==> src/rtl/packet_wrr_scheduler.sv <==
// Packet-level weighted round-robin scheduler for one router output port.
// Grants whole packets (head to TLAST), drives the output mux select and the
// per-channel TREADY gate, and releases a stuck grant through a beat watchdog.
// Optional feature macro: WRR_WEIGHTS_EN enables runtime per-channel weights
// and credits. Without it, the pointer advances after every packet.
module packet_wrr_scheduler #(
    parameter int CHANNEL_NUMBER       = 5,
    parameter int CHANNEL_NUMBER_WIDTH = $clog2(CHANNEL_NUMBER),
    parameter int WEIGHT_WIDTH         = 4,
    parameter int DEFAULT_WEIGHT       = 1,
    parameter int MAX_BEATS            = 256
) (
    input  logic                            clk_i,
    input  logic                            rst_i,
    input  logic [CHANNEL_NUMBER-1:0]       valid_i,
    input  logic [CHANNEL_NUMBER-1:0]       last_i,
    input  logic                            out_ready_i,
    output logic [CHANNEL_NUMBER-1:0]       grant_o,
    output logic [CHANNEL_NUMBER_WIDTH-1:0] grant_idx_o,
    output logic                            busy_o,
    output logic                            abort_o,
    input  logic                            cfg_we_i,
    input  logic [CHANNEL_NUMBER_WIDTH-1:0] cfg_idx_i,
    input  logic [WEIGHT_WIDTH-1:0]         cfg_weight_i
);

    localparam int BEAT_WIDTH = (MAX_BEATS > 2) ? $clog2(MAX_BEATS) : 1;

    typedef logic [CHANNEL_NUMBER_WIDTH-1:0] idx_t;
    typedef enum logic {IDLE, LOCKED} state_t;

    state_t                state;
    idx_t                  ptr;
    logic [BEAT_WIDTH-1:0] beat_cnt;
    logic                  beat;
    logic                  pick_valid;
    idx_t                  pick_idx;
    idx_t                  cand_idx;
    int                    cand;

`ifdef WRR_WEIGHTS_EN
    logic [WEIGHT_WIDTH-1:0] weight [CHANNEL_NUMBER];
    logic [WEIGHT_WIDTH-1:0] credit [CHANNEL_NUMBER];
`else
    logic unused_cfg;
    assign unused_cfg = ^{cfg_we_i, cfg_idx_i, cfg_weight_i};
`endif

    // Successor index; CHANNEL_NUMBER need not be a power of two.
    function automatic idx_t next_idx(input idx_t i);
        return (int'(i) == CHANNEL_NUMBER - 1) ? '0 : i + idx_t'(1);
    endfunction

    assign beat = valid_i[grant_idx_o] & out_ready_i & grant_o[grant_idx_o];

    // Rotating priority search: first requesting channel at or after ptr.
    always_comb begin
        // NOTE: every variable gets a default first so no path can infer a latch.
        pick_valid = 1'b0;
        pick_idx   = ptr;
        cand       = 0;
        cand_idx   = '0;
        for (int i = 0; i < CHANNEL_NUMBER; i++) begin
            cand = int'(ptr) + i;
            if (cand >= CHANNEL_NUMBER) cand = cand - CHANNEL_NUMBER;
            cand_idx = idx_t'(cand);
            if (!pick_valid && valid_i[cand_idx]) begin
                pick_valid = 1'b1;
                pick_idx   = cand_idx;
            end
        end
    end

    // Grant FSM with registered outputs, watchdog, credits and weight config.
    always_ff @(posedge clk_i) begin
        // NOTE: state is written with <= so every read in this block sees the pre-edge value.
        if (rst_i) begin
            state       <= IDLE;
            grant_o     <= '0;
            grant_idx_o <= '0;
            busy_o      <= 1'b0;
            abort_o     <= 1'b0;
            ptr         <= '0;
            beat_cnt    <= '0;
`ifdef WRR_WEIGHTS_EN
            // NOTE: the small weight/credit arrays are reset because arbitration reads them at once.
            for (int i = 0; i < CHANNEL_NUMBER; i++) begin
                weight[i] <= WEIGHT_WIDTH'(DEFAULT_WEIGHT);
                credit[i] <= WEIGHT_WIDTH'(DEFAULT_WEIGHT);
            end
`endif
        end else begin
            abort_o <= 1'b0;
            case (state)
                IDLE: begin
                    if (pick_valid) begin
                        state       <= LOCKED;
                        grant_idx_o <= pick_idx;
                        grant_o     <= {{(CHANNEL_NUMBER-1){1'b0}}, 1'b1} << pick_idx;
                        busy_o      <= 1'b1;
                    end
                end
                LOCKED: begin
                    if (beat) begin
                        if (last_i[grant_idx_o]) begin
                            state    <= IDLE;
                            grant_o  <= '0;
                            busy_o   <= 1'b0;
                            beat_cnt <= '0;
`ifdef WRR_WEIGHTS_EN
                            if (credit[grant_idx_o] <= WEIGHT_WIDTH'(1)) begin
                                credit[grant_idx_o] <= weight[grant_idx_o];
                                ptr                 <= next_idx(grant_idx_o);
                            end else begin
                                credit[grant_idx_o] <= credit[grant_idx_o] - 1'b1;
                                ptr                 <= grant_idx_o;
                            end
`else
                            ptr <= next_idx(grant_idx_o);
`endif
                        end else if (beat_cnt == BEAT_WIDTH'(MAX_BEATS - 1)) begin
                            state    <= IDLE;
                            grant_o  <= '0;
                            busy_o   <= 1'b0;
                            abort_o  <= 1'b1;
                            beat_cnt <= '0;
                            ptr      <= next_idx(grant_idx_o);
`ifdef WRR_WEIGHTS_EN
                            credit[grant_idx_o] <= weight[grant_idx_o];
`endif
                        end else begin
                            beat_cnt <= beat_cnt + 1'b1;
                        end
                    end
                end
                default: state <= IDLE;
            endcase
`ifdef WRR_WEIGHTS_EN
            // Reload above reads the old weight when a write lands on the same edge.
            if (cfg_we_i && int'(cfg_idx_i) < CHANNEL_NUMBER) begin
                weight[cfg_idx_i] <= (cfg_weight_i == '0) ? WEIGHT_WIDTH'(1) : cfg_weight_i;
            end
`endif
        end
    end

endmodule

==> config.mk <==
export PLATFORM = sky130hd
export DESIGN_NAME = packet_wrr_scheduler
export DESIGN_NICKNAME = d
export VERILOG_FILES = /design/src/rtl/packet_wrr_scheduler.sv
export SDC_FILE = /design/constraint.sdc
export NUM_CORES = 1
export LEC_CHECK = 0
export ABC_AREA = 1
export BUFFER_PORTS_ARGS = -buffer_cell sky130_fd_sc_hd__buf_4
export CAP_MARGIN = 25
export CORE_MARGIN = 2
export CORE_UTILIZATION = 57
export CTS_CLUSTER_SIZE = 8
export DETAILED_ROUTE_END_ITERATION = 10
export GPL_ROUTABILITY_DRIVEN = 0
export PLACE_DENSITY = 0.89
export SYNTH_ARGS = -nofsm -noshare
export SYNTH_HDL_FRONTEND = slang
export SYNTH_SLANG_ARGS = --single-unit
==> constraint.sdc <==
create_clock -name clk_i -period 3.1 [get_ports clk_i]
set_input_delay 0.62 -clock clk_i [delete_from_list [all_inputs] [get_ports clk_i]]
set_output_delay 0.62 -clock clk_i [all_outputs]
set_load 0.005 [all_outputs]
==> results.md <==
* DIE WIDTH at 67.1 µm
* Largest net degree at the start of global routing at 18
* Fmax at 349 MHz
* Cell Area, Synth at 0.00227 mm²
* Leakage power at 1.20 nW
* Initial core utilization at 0.606
* Fin cells at 420
* Final setup vio count at 0
* Seq/Total Area, Yosys at 0.194
* Worst-Margin Slew at 401 ps
* # fillers at 329
* Initial antenna violation count at 0
* R2R depth at 19
* Post-DRT Antenna Nets at 0
* PwrDens at 793 mW/mm²
* Share of layout cells above drive strength 1 at 0.215
* Worst Hold Depth at 2
* DR pass1 iterations at 6
* Fin nets at 406
* Tightest Hold Check Type: reg2reg
* Die area at 0.00450 mm²
* CTS HTree Levels at 1
* FF+latch area at 442 µm²
* Initial DRC count at 170
* Setup_tns at 0 ps
* Max-slew violation count at 0
* Mapped Avg Cell Area at 6.50 µm²
* Area grow syn2layout at 12.7%
* Clk_skew at 3.86 ps
* Period minus WS final at 2860 ps
* Total design power at 2.03 mW
* CP Launch Type: register
* Setup ws final at 237 ps
* Total Routing Usage GR at 0.265
* Yosys warnings at 0
* Setup Slack @ Placement at 226 ps
* Most frequent cells in the layout: 86 x nand2_1, 56 x nand3_1, 44 x inv_1, 26 x buf_4, 21 x dfxtp_1
* Largest stage delay on the critical path at 380 ps
* Hold slack at 473 ps
* Inserted Clock Buffers at 3
* Fin. Hold Viols at 0
* Core area at 0.00374 mm²
* DPL Wire Length at 4250 µm
* DR vias/cell at 5.67
* Worst EP required at 3300 ps
* Port-buffer cells at 22
* Final Util at 0.683
* Area after DPL at 0.00248 mm²
* CP max FO at 12
* Die Height at 67.1 µm
* WL per Instance at 13.2 µm
* Final period utilization at 0.924
* Diodes inserted at 0
* I/O pin cnt at 31
* Design area at 0.00256 mm²
* Residual DRC at 0
* Post-synthesis net count at 382
* Crit-path cells: clkinv_4, ha_1, inv_1, fa_1, inv_1, nand2_2, o21ai_0, nand3_1, nand2_1, nand2_1, nand2_4, inv_2, nand3_4, nand3_1, nand2_2, nand2_2, inv_1, nand3_1, a21oi_1
* WS Path Type: reg2reg
* Worst-path clk slew at 80 ps
* Peak supply drop at 0.358 mV
* Global-route wire length before repair at 9260 µm
* Synth Register Bits at 22
* Max Cap Violations at 0
* Status: complete, no violations
* Worst-skew pair later-pin latency at 270 ps
* Commonest non-fill, non-tap cell in the layout: nand2_1
* Slew margin rel. at 0.732
* CTS max path bufs at 2
* Post-CTS setup buffer count at 0
* Total vias in the final route at 2382
* CTS Hold Buffers Added at 0
* RSZ-0062 raised after global routing: no
* CTS tree: yes
* Multi-input logic area at 0.00158 mm²
* Worst path arrival time at 3060 ps
* Total gr overflow at 0
* Post-synthesis cell type count at 45
* Clk Tree Root Cell: clkbuf_8
* Gates resized, CTS repair at 0
* CTS Sinks at 22
* Critical-path cell with the highest stage delay: fa_1
* Row Count at 22
* Vias in the first global route at 2056
* Routed WL at 5530 µm
* Post-Synthesis Cells at 349
* Crit. End Element: register
* Inst Count DP at 416
## kinds of logic (layout without fill, tap and decap cells)
group	Yosys count	in the layout	share of synthesized area
AOI/OAI and AO/OA	45	45	0.119
xor gates and xnor gates	2	2	0.00772
adders and majority gates	12	12	0.0695
buffers and inverters	57	80	0.110
DFF	22	22	0.194
and+or+nand+nor	211	211	0.500
## layout make-up
| type | instances | share of cell area |
|---|---|---|
| Multi-Input combinational cell | 270 | 0.618 |
| Sequential cell | 22 | 0.173 |
| Inverter | 50 | 0.0817 |
| Timing Repair Buffer | 26 | 0.0763 |
| Tap cell | 48 | 0.0235 |
| Clock buffer | 3 | 0.0161 |
| Clock inverter | 1 | 0.0117 |
## critical path, delay by kind of cell, from the launching register on
family / cells / cell delay (ps)
compound gates: 2 / 520
buf+inv: 5 / 400
simple gates: 10 / 1000
fa+ha+maj: 2 / 530
flops: 1 / 340
## layer usage
layer	up-vias	global-route usage	routed length, µm
met4	0	0.0842	135
met1	1080	0.356	2530
met2	76	0.412	2570
met3	15	0.0693	300
li1	1211	-	-
met5	-	0	0
## flip-flops by register name, summed over array words and instances, names as in the netlist
| register | count |
|---|---|
| abort_o | 1 |
| beat_cnt | 8 |
| busy_o | 1 |
| grant_idx_o | 3 |
| grant_o | 5 |
| ptr | 3 |
| state | 1 |
## synthesized netlist by cell type, drive strengths merged
master	count	share of area
clkbuf	3	0.0050
nand3	63	0.16
o21a	1	0.0033
xor2	1	0.0039
o21ai	20	0.049
o211ai	2	0.0066
nor2	15	0.045
a21boi	1	0.0050
buf	4	0.015
a221o	1	0.0044
a21oi	15	0.035
fa	1	0.0088
ha	11	0.061
o22ai	1	0.0028
nor3	4	0.0088
a211oi	2	0.0066
nor3b	1	0.0033
nand2	108	0.21
nand4	15	0.053
bufinv	1	0.0077
or3	1	0.0028
nor4	2	0.0055
inv	49	0.082
or2	2	0.0055
a221oi	1	0.0039
a31oi	1	0.0028
dfxtp	22	0.19
xnor2	1	0.0039
## where the power goes
part	internal, mW	total (mW)	switching, mW
Clock	0.173	0.276	0.103
Combinational	0.475	1.33	0.859
Sequential	0.342	0.418	0.0765
## worst paths after layout
kind / start / end / slack [ps]
max: ptr[0]$_SDFFE_PP0P_ / grant_o[0]$_SDFFE_PP0P_ / 240
min: busy_o$_SDFFE_PP0P_ / busy_o$_SDFFE_PP0P_ / 470
max reg2reg: ptr[0]$_SDFFE_PP0P_ / grant_o[0]$_SDFFE_PP0P_ / 240
min reg2reg: busy_o$_SDFFE_PP0P_ / busy_o$_SDFFE_PP0P_ / 470
Power figures use the tool's default switching activity.
